<file path="src/rtl/instr_fetch_queue.sv">
// Fetch stage: sequential PC generation, in-order imem requests, {pc, instr} buffer to decode.
// Optional macro IFQ_BYPASS_EN adds a zero-latency response-to-decode path when the buffer is empty.
module instr_fetch_queue #(
    parameter int unsigned DEPTH           = 4,
    parameter int unsigned MAX_OUTSTANDING = 2,
    parameter logic [31:0] PC_RESET        = 32'h0000_3000
) (
    input  logic        clk,
    input  logic        rst,
    output logic        imem_req_valid,
    input  logic        imem_req_ready,
    output logic [31:0] imem_req_addr,
    input  logic        imem_resp_valid,
    input  logic [31:0] imem_resp_data,
    input  logic        redirect_valid,
    input  logic [31:0] redirect_pc,
    output logic        out_valid,
    input  logic        out_ready,
    output logic [31:0] out_pc,
    output logic [31:0] out_instr
);

    localparam int unsigned AW = $clog2(DEPTH);
    localparam int unsigned CW = AW + 1;
    localparam int unsigned SW = CW + 1;
    localparam int unsigned IW = 2;
    localparam int unsigned PW = (MAX_OUTSTANDING > 1) ? $clog2(MAX_OUTSTANDING) : 1;
    localparam int unsigned PN = 1 << PW;

    logic [31:0]   buf_pc    [DEPTH];
    logic [31:0]   buf_instr [DEPTH];
    logic [31:0]   pcq       [PN];

    logic [AW-1:0] head, head_n, tail, tail_n;
    logic [CW-1:0] count, count_n;
    logic [IW-1:0] inflight, inflight_n, drop_cnt, drop_n;
    logic [PW-1:0] pcq_rd, pcq_rd_n, pcq_wr, pcq_wr_n;
    logic [31:0]   fetch_pc, fetch_pc_n;
    logic          req_valid_q, req_valid_n;
    logic          out_valid_q, out_valid_n;
    logic [31:0]   out_pc_q, out_pc_n, out_instr_q, out_instr_n;

    logic          fire, pop, push, byp_hit, byp_take;
    logic [31:0]   resp_pc;

    // PC FIFO pointers wrap at MAX_OUTSTANDING, which need not be a power of two
    function automatic logic [PW-1:0] pq_inc(input logic [PW-1:0] p);
        return (p == PW'(MAX_OUTSTANDING - 1)) ? '0 : p + PW'(1);
    endfunction

    assign fire    = req_valid_q & imem_req_ready;
    assign pop     = out_valid_q & out_ready;
    assign resp_pc = pcq[pcq_rd];

`ifdef IFQ_BYPASS_EN
    assign byp_hit = (count == '0) & (drop_cnt == '0) & ~redirect_valid & imem_resp_valid;
`else
    assign byp_hit = 1'b0;
`endif
    assign byp_take = byp_hit & out_ready;
    assign push     = imem_resp_valid & (drop_cnt == '0) & ~redirect_valid & ~byp_take;

    // Next-state for counters, pointers, fetch PC and registered outputs
    always_comb begin
        inflight_n  = inflight + IW'(fire) - IW'(imem_resp_valid);
        pcq_wr_n    = fire ? pq_inc(pcq_wr) : pcq_wr;
        pcq_rd_n    = imem_resp_valid ? pq_inc(pcq_rd) : pcq_rd;
        fetch_pc_n  = fire ? fetch_pc + 32'd4 : fetch_pc;
        tail_n      = tail + AW'(push);
        head_n      = head + AW'(pop);
        count_n     = count + CW'(push) - CW'(pop);
        drop_n      = drop_cnt;
        out_pc_n    = out_pc_q;
        out_instr_n = out_instr_q;

        if (imem_resp_valid && (drop_cnt != '0))
            drop_n = drop_cnt - IW'(1);

        // Redirect discards everything still in flight, including this cycle's request
        if (redirect_valid) begin
            fetch_pc_n = {redirect_pc[31:2], 2'b00};
            head_n     = tail;
            count_n    = '0;
            drop_n     = inflight_n;
        end

        req_valid_n = ((SW'(count_n) + SW'(inflight_n)) < SW'(DEPTH)) &&
                      (inflight_n < IW'(MAX_OUTSTANDING));

        out_valid_n = (count_n != '0);
        if (count_n != '0) begin
            if (push && ((count - CW'(pop)) == '0)) begin
                out_pc_n    = resp_pc;
                out_instr_n = imem_resp_data;
            end else begin
                out_pc_n    = buf_pc[head_n];
                out_instr_n = buf_instr[head_n];
            end
        end
    end

    always_ff @(posedge clk or posedge rst) begin
        if (rst) begin
            head        <= '0;
            tail        <= '0;
            count       <= '0;
            inflight    <= '0;
            drop_cnt    <= '0;
            pcq_rd      <= '0;
            pcq_wr      <= '0;
            fetch_pc    <= PC_RESET;
            req_valid_q <= 1'b0;
            out_valid_q <= 1'b0;
            out_pc_q    <= '0;
            out_instr_q <= '0;
        end else begin
            head        <= head_n;
            tail        <= tail_n;
            count       <= count_n;
            inflight    <= inflight_n;
            drop_cnt    <= drop_n;
            pcq_rd      <= pcq_rd_n;
            pcq_wr      <= pcq_wr_n;
            fetch_pc    <= fetch_pc_n;
            req_valid_q <= req_valid_n;
            out_valid_q <= out_valid_n;
            out_pc_q    <= out_pc_n;
            out_instr_q <= out_instr_n;
        end
    end

    // Storage arrays carry no reset; validity is tracked by the counters
    always_ff @(posedge clk) begin
        if (push) begin
            buf_pc[tail]    <= resp_pc;
            buf_instr[tail] <= imem_resp_data;
        end
        if (fire)
            pcq[pcq_wr] <= fetch_pc;
    end

    assign imem_req_valid = req_valid_q;
    assign imem_req_addr  = fetch_pc;

`ifdef IFQ_BYPASS_EN
    assign out_valid = out_valid_q | byp_hit;
    assign out_pc    = byp_hit ? resp_pc : out_pc_q;
    assign out_instr = byp_hit ? imem_resp_data : out_instr_q;
`else
    assign out_valid = out_valid_q;
    assign out_pc    = out_pc_q;
    assign out_instr = out_instr_q;
`endif

`ifndef SYNTHESIS
    always_ff @(posedge clk) begin
        if (!rst) begin
            assert (!(imem_resp_valid && (inflight == '0)));
            assert (!(imem_resp_valid && (drop_cnt == '0) && (count == CW'(DEPTH))));
            assert (inflight <= IW'(MAX_OUTSTANDING));
        end
    end
`endif

endmodule

</file>
<file path="config.mk">
export PLATFORM = sky130hd
export DESIGN_NAME = instr_fetch_queue
export DESIGN_NICKNAME = d
export VERILOG_FILES = /design/src/rtl/instr_fetch_queue.sv
export SDC_FILE = /design/constraint.sdc
export NUM_CORES = 1
export LEC_CHECK = 0
export CELL_PAD_IN_SITES_DETAIL_PLACEMENT = 0
export CELL_PAD_IN_SITES_GLOBAL_PLACEMENT = 1
export CORE_MARGIN = 4
export CORE_UTILIZATION = 40
export CTS_BUF_LIST = sky130_fd_sc_hd__clkbuf_4
export DETAILED_ROUTE_END_ITERATION = 8
export PLACE_DENSITY_LB_ADDON = 0.1
export SYNTH_ARGS = -nofsm -noshare
export SYNTH_HDL_FRONTEND = slang
export SYNTH_SLANG_ARGS = --single-unit
</file>
<file path="constraint.sdc">
create_clock -name clk -period 7 [get_ports clk]
set_clock_uncertainty 0.15 [all_clocks]
set_input_delay 1.75 -clock clk [delete_from_list [all_inputs] [get_ports clk]]
set_output_delay 1.75 -clock clk [all_outputs]
set_load 0.03 [all_outputs]
</file>
Word-level counts from Yosys, hierarchy flattened. Memories as Yosys holds them, arrays and structs flattened. Cells that the tools add are included.

Add/sub/neg operators: 12. Multipliers: 0. Divide/modulo/power cells: 0. Magnitude comparators: 2. Equal/unequal tests: 0. Shift-type cells: 0. Mux-type cells: 14. Bitwise gates (word level): 5. Reduce and logical (&&, ||, !) cells: 9.

Operators by type and width (number): two-way mux 32 bit (4); adder 32 x 3 -> 32 bit, second input constant (1); adder 2 x 1 -> 2 bit (3); two-way mux 1 bit (6); two-way mux 2 bit (3); nonzero test 2 bit (3); subtractor 3 x 1 -> 3 bit (2); adder 3 x 2 -> 4 bit (1); bitwise AND 1 bit (4); less-than comparator 4 x 3 -> 1 bit, second input constant (1); adder 3 x 1 -> 3 bit (1); logical AND 1 bit (3); zero test 3 bit (1); two-way mux 3 bit (1); nonzero test 3 bit (1); adder 1 bit, second input constant (2); zero test 2 bit (1); less-than comparator 2 bit, second input constant (1); subtractor 2 x 1 -> 2 bit (1); subtractor 2 x 1 -> 2 bit, second input constant (1); inverter 1 bit (1).

Register bits: 111. Bits in latches: 0. RAM bits: 320. Bits in read-only memories: 0. Output and inout port bits: 98. Memories: 3.

Memories: buf_instr (depth 4, width 32, rd ports 1, clocked after memory_dff 0, wr ports 1, RTL line 31) `logic [31:0] buf_instr [DEPTH];`; buf_pc (depth 4, width 32, rd ports 1, clocked after memory_dff 0, wr ports 1, RTL line 30) `logic [31:0] buf_pc [DEPTH];`; pcq (depth 2, width 32, rd ports 1, clocked after memory_dff 0, wr ports 1, RTL line 32) `logic [31:0] pcq [PN];`.

Longest topological paths before layout. Gate-level depths: netlist of the first run.

Depth after elaboration: 9. Gate-level depth with buffers: 17. Gate-level depth less buffers: 13.

Least setup slack after synthesis of the first run. No wires, ideal clock.

Path type: input to register. From: input redirect_valid. To: memory buf_instr[2][0] (enable). Library setup time: 0.571 ns. Arrival time: 6.931 ns. Data required time: 6.279 ns. Slack: -0.652 ns. Stages on the path: 5. Buffers on the path: 2. Cell sequence: and3b_1 > buf_2 > inv_2 > clkbuf_1 > nor3b_1.

Cells in the longest elaborated chain, start to end: 4.

RTL lines: from (decl) (RTL line 15) `input logic redirect_valid,`; inverter 1 bit (RTL line 61) `assign push = imem_resp_valid & (drop_cnt == '0) & ~redirect_valid & ~byp_take;`; bitwise AND 1 bit (RTL line 61); two-way mux 1 bit (RTL line 134) `if (push) begin`; two-way mux 1 bit (not written as such) (RTL line 136) `buf_instr[tail] <= imem_resp_data;`; to (decl) (RTL line 31).

Every way passes these cells.

Worst setup path after layout of the first run.
From: input imem_resp_valid. To: register out_pc_q[3] (netlist: out_pc[3]).

Cells in the longest elaborated chain, start to end: 6. Elaborated cells between the ends (all ways): 8.

RTL lines: from (decl) (RTL line 13) `input logic imem_resp_valid,`; bitwise AND 1 bit (*) (2 in a row) (RTL line 61); adder 3 x 1 -> 3 bit (RTL line 71) `count_n = count + CW'(push) - CW'(pop);`; subtractor 3 x 1 -> 3 bit (RTL line 71); two-way mux 3 bit (RTL line 80) `if (redirect_valid) begin`; nonzero test 3 bit (RTL line 91) `if (count_n != '0) begin`; to (signal assigned) (RTL line 127) `out_pc_q <= out_pc_n;`; to (decl) (RTL line 41) `logic [31:0] out_pc_q, out_pc_n, out_instr_q, out_instr_n;`.

Every way passes the cells marked *; elsewhere a longest branch is shown, timed or not. A chain may end at the register's enable or synchronous reset.

==> reports/summary.txt, run 1 <==
Clock transition at path regs - 0.06 ns
average wire per standard cell - 22.4 um
worst-path fanout max - 62
grt ovf - 0
DR top layer - met4
Die X-Extent - 222 um
Critical Path Max Stage Delay - 0.79 ns
RSZ-0062 raised after global routing - no
worst setup margin - 2.01 ns
Yosys reg bits - 415
Final Setup Violations - 0
hold slack - 0.341 ns
setup bufs post-CTS - 0
Hold Path Sink - out_pc[25]$_DFFE_PP0P_
initial core utilization - 40.4%
die height - 222 um
Post-Syn Instances - 1462
Core Rows - 78
Commonest cells post-synth - edfxtp_1 (308), inv_1 (126), a211oi_1 (124), o211a_1 (123), o21ai_0 (117)
final WL - 52000 um
Max Cap Viol - 0
post-synth cell types - 47
H-tree depth - 3
Hold Crit Depth - 2
Netlist Area Pre-Place - 0.0184 mm2
post-cts sizing count - 0
DR vias/cell - 5.55
largest net degree at the start of global routing - 239
CTS tree - done
slew at the pin closest to its max-slew limit - 1.25 ns
first-pass GRT wire length - 80600 um
core area - 0.0454 mm2
Min Clock Period, post-route - 4.99 ns
CP arrival - 5.52 ns
r2r endpoint - out_pc[3]$_DFFE_PP0P_
async set-reset flop share out of synthesis - 25.8%
post-synth top area share - 50.4%
CP required - 7.53 ns
Worst Setup Slack post-DPL - 1.21 ns
dpl cells - 2115
CP Launch Type - primary input
DR WL met3 - 2710 um
TritonCTS buffer count - 111
Clock Sink Count - 415
slowest CP cell - buf_4
DR vias - 12900
Pins Over Slew Limit - 0
P&R area growth vs syn - 20.0%
area leader, netlist - edfxtp_1
syn avg cell area - 12.6 um2
NumNets Final - 1709
critical path's most frequent cell - ha_1
hold buffers post-CTS - 0
initial antenna violation count - 1
critical path buffer and inverter count - 4
R2R Setup Slk - 2.99 ns
Leak - 0.00867 uW
Power Density - 430 mW/mm2
met2 WL post-DR - 25000 um
Final period util - 71.3%
DR pass1 iterations - 7
Skew-Pair Late Insertion Delay - 0.80 ns
Clock Path Buffers - 3
count leader, synth - edfxtp_1
Max-Slew Margin vs Limit - 16.4%
CP delay by family, top - buffers and inverters
FF-to-FF path depth - 13
die area - 0.0494 mm2
Final TNS setup - 0 ns
fin util - 48.5%
violation count after the first detailed-route iteration - 998
Crit Path Category - in -> reg
EDFF count, synth - 308
Fin. Hold Viols - 0
Worst R2R Start - drop_cnt[0]$_DFFE_PP0P_
VDD IR max - 0.586 mV
number of I/O port buffers - 161
dominant cells by area after synthesis - edfxtp_1 (50%), dfrtp_1 (14%), o211a_1 (6.7%)
status - finished clean
I/O pin total - 168
# DRC - 0
fill count - 4134
worst hold-check path type - reg -> reg
Max Freq - 200 MHz
DRT antenna net count - 0
CP Capture Type - register
share of cells above drive strength 1 - 15.3%
clock root cell - clkbuf_4
ys flop type - edfxtp_1
worst-path cell chain - clkdlybuf4s50_1 -> and3b_1 -> inv_2 -> ha_1 -> inv_1 -> ha_1 -> fa_1 -> o21bai_1 -> o21a_2 -> buf_4 -> a21oi_1 -> a31oi_1
total global-route track usage - 20.7%
vias in the first global route - 13400
fin cells - 2322
sum of routed wire segments on met1 - 23300 um
GPL Wtd Cong - 0.745
sequential fraction of the synthesis area - 65.0%
hold wc startpoint - out_pc[25]$_DFFE_PP0P_
Post-DP HPWL - 26900 um
Synthesis Warnings - 0
==> worst min-delay path, cell delays in order, from the launching register on <==
cell and delay [ns]:
dfrtp_1 0.35, nand2_1 0.05, o31ai_1 0.06
==> cells in the final DEF (no fill, tap or decap), drive strengths merged, types with 2 or more instances in the layout <==
master         count
o21ai            118
clkbuf           182
ha                10
a211oi           124
and3               5
edfxtp           308
nand4              8
or4               16
nor3               3
conb               4
xnor2             13
nand3             15
dfrtp            105
mux2              31
and4               5
or3                2
nor3b              2
o211a            123
clkinv            21
nor4              14
nor2b              4
dfstp              2
buf               24
nand2             44
o31ai             35
nor2              69
a31oi             65
o211ai             5
clkdlybuf4s50    160
inv              131
mux2i              2
xor2               8
nand2b             2
a21oi             52
==> routing by layer <==
layer / up-vias / global-route usage, %
met5: - / 0
met4: 0 / 6.74
met3: 75 / 4.12
met2: 388 / 33.8
met1: 6445 / 28.1
li1: 5986 / -
==> metrics by stage <==
stage	cell area (um2)	power, uW
final	22000	9470
after global routing	22000	10100
after CTS	22000	9610
after detailed placement	20600	7400
after global placement	20600	7350
after floorplan	18400	5880
==> power breakdown <==
part / internal [uW] / total [uW] / switching, uW
clock: 1170 / 2170 / 1010
sequential: 3160 / 3430 / 265
combinational: 1320 / 3880 / 2560
total: 5640 / 9470 / 3830
==> area by class of cell <==
type	instances	area [um2]	area share (%)
sequential	415	11900	54.2
multi-input combinational	787	5530	25.1
timing repair buffer	184	1860	8.43
clock buffer	182	1370	6.20
tap	600	751	3.41
inverter	129	489	2.22
clock inverter	24	93.8	0.426
antenna	1	2.50	0.0114
==> cell families after synthesis <==
family | Yosys count | synth area share, %
AO/OA/AOI/OAI | 525 | 20.4
XOR/XNOR | 22 | 1.13
adder cells (fa/ha/maj) | 11 | 0.791
buffers and inverters | 263 | 5.55
flip-flops | 415 | 65.0
multiplexers | 33 | 2.01
other | 1 | 0.0204
AND/OR/NAND/NOR | 192 | 5.12
==> flip-flops by register name, summed over array words and instances (netlist names), 2 cells and up <==
name,cells
buf_instr,128
buf_pc,120
count,3
drop_cnt,2
head,2
imem_req_addr,30
inflight,2
out_instr,32
out_pc,30
pcq,60
tail,2
==> worst max-delay path by stage <==
stage	startpoint	to	slack (ns)	cells after the start
after floorplan	redirect_valid	buf_instr[2][0]$_DFFE_PP_	1.54	5
final	imem_resp_valid	out_pc[3]$_DFFE_PP0P_	2.01	12
after global routing	imem_resp_valid	out_pc[11]$_DFFE_PP0P_	1.83	12
after detailed placement	imem_resp_valid	out_instr[9]$_DFFE_PP0P_	1.21	12
after global placement	imem_resp_valid	out_instr[5]$_DFFE_PP0P_	1.28	12
after CTS	imem_resp_valid	out_pc[3]$_DFFE_PP0P_	2.09	12
Power figures use the tool's default switching activity.
==> run 2: changes to the inputs <==
clock period = 4.1 ns   (was 7 ns; I/O delays follow)
==> run 2 against run 1 <==
Net effect: sequential cell count stayed put; final cell count grew 1.5%; worst setup slack got worse by 1.2 ns; largest power group unchanged; critical path type is now reg -> out; sequential share of layout area is 1.0 points lower; register-to-register slack worse by 2.0 ns; sequential power grew 69%; largest cell class unchanged; worst hold slack lost 0.0015 ns; global-route usage shrank 0.52 points; combinational power rose by 82%; highest routed layer unchanged; clock-buffer cell count is 3 lower.
==> reports/summary.txt, run 2 (synthesis results as in run 1) <==
hold buffers post-CTS - 0 (unchanged)
Die X-Extent - 222 um (unchanged)
hold slack - 0.339 ns (was 0.341 ns)
violation count after the first detailed-route iteration - 1000 (was 998)
post-cts sizing count - 0 (unchanged)
Critical Path Max Stage Delay - 0.77 ns (was 0.79 ns)
P&R area growth vs syn - 22.3% (was 20.0%)
DR pass1 iterations - 5 (was 7)
Max Cap Viol - 0 (unchanged)
initial antenna violation count - 1 (unchanged)
I/O pin total - 168 (unchanged)
share of cells above drive strength 1 - 16.3% (was 15.3%)
Final Setup Violations - 0 (unchanged)
RSZ-0062 raised after global routing - no (unchanged)
slew at the pin closest to its max-slew limit - 1.03 ns (was 1.25 ns)
H-tree depth - 3 (unchanged)
Crit Path Category - reg -> out (was in -> reg)
Clock Path Buffers - 3 (unchanged)
CTS tree - done (unchanged)
vias in the first global route - 13200 (was 13400)
max reg flops - 128 (unchanged)
fill count - 4070 (was 4134)
most frequent cells in the layout - edfxtp_1 (308), clkbuf_4 (179), clkdlybuf4s50_1 (160), inv_1 (125), a211oi_1 (124) (was edfxtp_1 (308), clkbuf_4 (182), clkdlybuf4s50_1 (160), inv_1 (125), a211oi_1 (124))
CP Capture Type - output port (was register)
status - finished clean (unchanged)
core area - 0.0454 mm2 (unchanged)
R2R Setup Slk - 0.96 ns (was 2.99 ns)
critical path buffer and inverter count - 1 (was 4)
Final period util - 81.0%
first-pass GRT wire length - 79000 um (was 80600 um)
number of I/O port buffers - 161 (unchanged)
largest net degree at the start of global routing - 109 (was 239)
DRT antenna net count - 0 (unchanged)
Clock Sink Count - 415 (unchanged)
worst-path fanout max - 9 (was 62)
FF-to-FF path depth - 13 (unchanged)
commonest non-fill, non-tap cell in the layout - edfxtp_1 (unchanged)
final WL - 50700 um (was 52000 um)
die area - 0.0494 mm2 (unchanged)
initial core utilization - 40.4% (unchanged)
Max Freq - 301 MHz
final instance area - 0.0224 mm2 (was 0.0220 mm2)
largest registers - buf_instr: 128 flops, buf_pc: 120 flops, pcq: 60 flops (unchanged)
Largest Register - buf_instr (unchanged)
# DRC - 0 (unchanged)
Min Clock Period, post-route - 3.32 ns
worst-path cell chain - clkdlybuf4s50_1 (was clkdlybuf4s50_1 -> and3b_1 -> inv_2 -> ha_1 -> inv_1 -> ha_1 -> fa_1 -> o21bai_1 -> o21a_2 -> buf_4 -> a21oi_1 -> a31oi_1)
CP Launch Type - register (was primary input)
dpl cell area - 0.0210 mm2 (was 0.0206 mm2)
cell depth of the worst setup path - 1 (was 12)
worst hold-check path type - reg -> reg (unchanged)
CP arrival - 2.15 ns (was 5.52 ns)
Power Density - 739 mW/mm2 (was 430 mW/mm2)
clock root cell - clkbuf_4 (unchanged)
Core Rows - 78 (unchanged)
NumNets Final - 1738 (was 1709)
slowest CP cell - clkdlybuf4s50_1 (was buf_4)
Post-DP HPWL - 28000 um (was 26900 um)
die height - 222 um (unchanged)
grt ovf - 0 (unchanged)
Pins Over Slew Limit - 0 (unchanged)
Max-Slew Margin vs Limit - 31.1% (was 16.4%)
DR vias - 13000 (was 12900)
average wire per standard cell - 21.5 um (was 22.4 um)
DR vias/cell - 5.51 (was 5.55)
TritonCTS buffer count - 113 (was 111)
GPL Wtd Cong - 0.749 (was 0.745)
CP delay by family, top - buffers and inverters (unchanged)
CP required - 2.92 ns (was 7.53 ns)
Hold Crit Depth - 2 (unchanged)
Leak - 0.00890 uW (was 0.00867 uW)
Skew-Pair Late Insertion Delay - 0.81 ns (was 0.80 ns)
total global-route track usage - 20.2% (was 20.7%)
VDD IR max - 0.609 mV (was 0.586 mV)
Fin. Hold Viols - 0 (unchanged)
setup bufs post-CTS - 0 (unchanged)
Clock transition at path regs - 0.06 ns (about the same)
## run 2: worst reg2reg max path: cells and delay by family (launching register included)
kind                     cells  cell delay, ns
buffers and inverters        4            0.36
adder cells (fa/ha/maj)      5            1.37
flip-flops                   1            0.36
AND/OR/NAND/NOR              4            0.86
## run 2: path summary, 6_finish.rpt
kind	start	to
max in group asynchronous	rst	out_instr[1]$_DFFE_PP0P_
min in group asynchronous	rst	out_instr[29]$_DFFE_PP0P_
min reg2reg	out_pc[25]$_DFFE_PP0P_	out_pc[25]$_DFFE_PP0P_
min	out_pc[25]$_DFFE_PP0P_	out_pc[25]$_DFFE_PP0P_
max	imem_req_addr[5]$_DFFE_PP0N_	imem_req_addr[5]
max reg2reg	drop_cnt[0]$_DFFE_PP0P_	imem_req_valid$_DFF_PP0_
## run 2: power by group
| group | leakage (uW) | switching, uW | internal, uW | total (uW) |
|---|---|---|---|---|
| registers | 0.00402 | 416 | 5400 | 5810 |
| clock network | 0.000888 | 1710 | 1970 | 3680 |
| logic | 0.00399 | 4440 | 2640 | 7080 |
| total | 0.00890 | 6560 | 10000 | 16600 |
## run 2: layout make-up
class                   instances  area [um2]  share of cell area, %
flip-flops and latches        415       11900                   53.2
multi-input cells             787        5510                   24.6
repair buffers                211        2280                   10.2
clock buffers                 179        1340                   5.99
well taps                     600         751                   3.35
inverters                     129         489                   2.18
clock inverters                33         126                  0.563
diodes                          2        5.00                 0.0223
## run 2: metal layers
metal | routed length (um) | vias up | global-route usage, %
met5 | 0 | - | 0
met4 | 870 | 0 | 6.32
met3 | 2550 | 56 | 3.87
met2 | 23900 | 384 | 32.1
met1 | 23400 | 6480 | 28.4
li1 | - | 6050 | -
## run 2: stage by stage
step / setup WS [ns] / setup TNS (ns) / total power, uW / util, % / std cells
after floorplan: 0.111 / 0 / 10000 / - / 1465
after global placement: -0.0685 / -0.0685 / 13000 / 46.2 / 2142
after detailed placement: 0.0264 / 0 / 13000 / 46.2 / 2142
after CTS: 0.641 / 0 / 16800 / 49.4 / 2354
after global routing: 0.651 / 0 / 17600 / 49.5 / 2356
final: 0.778 / 0 / 16600 / 49.5 / 2356
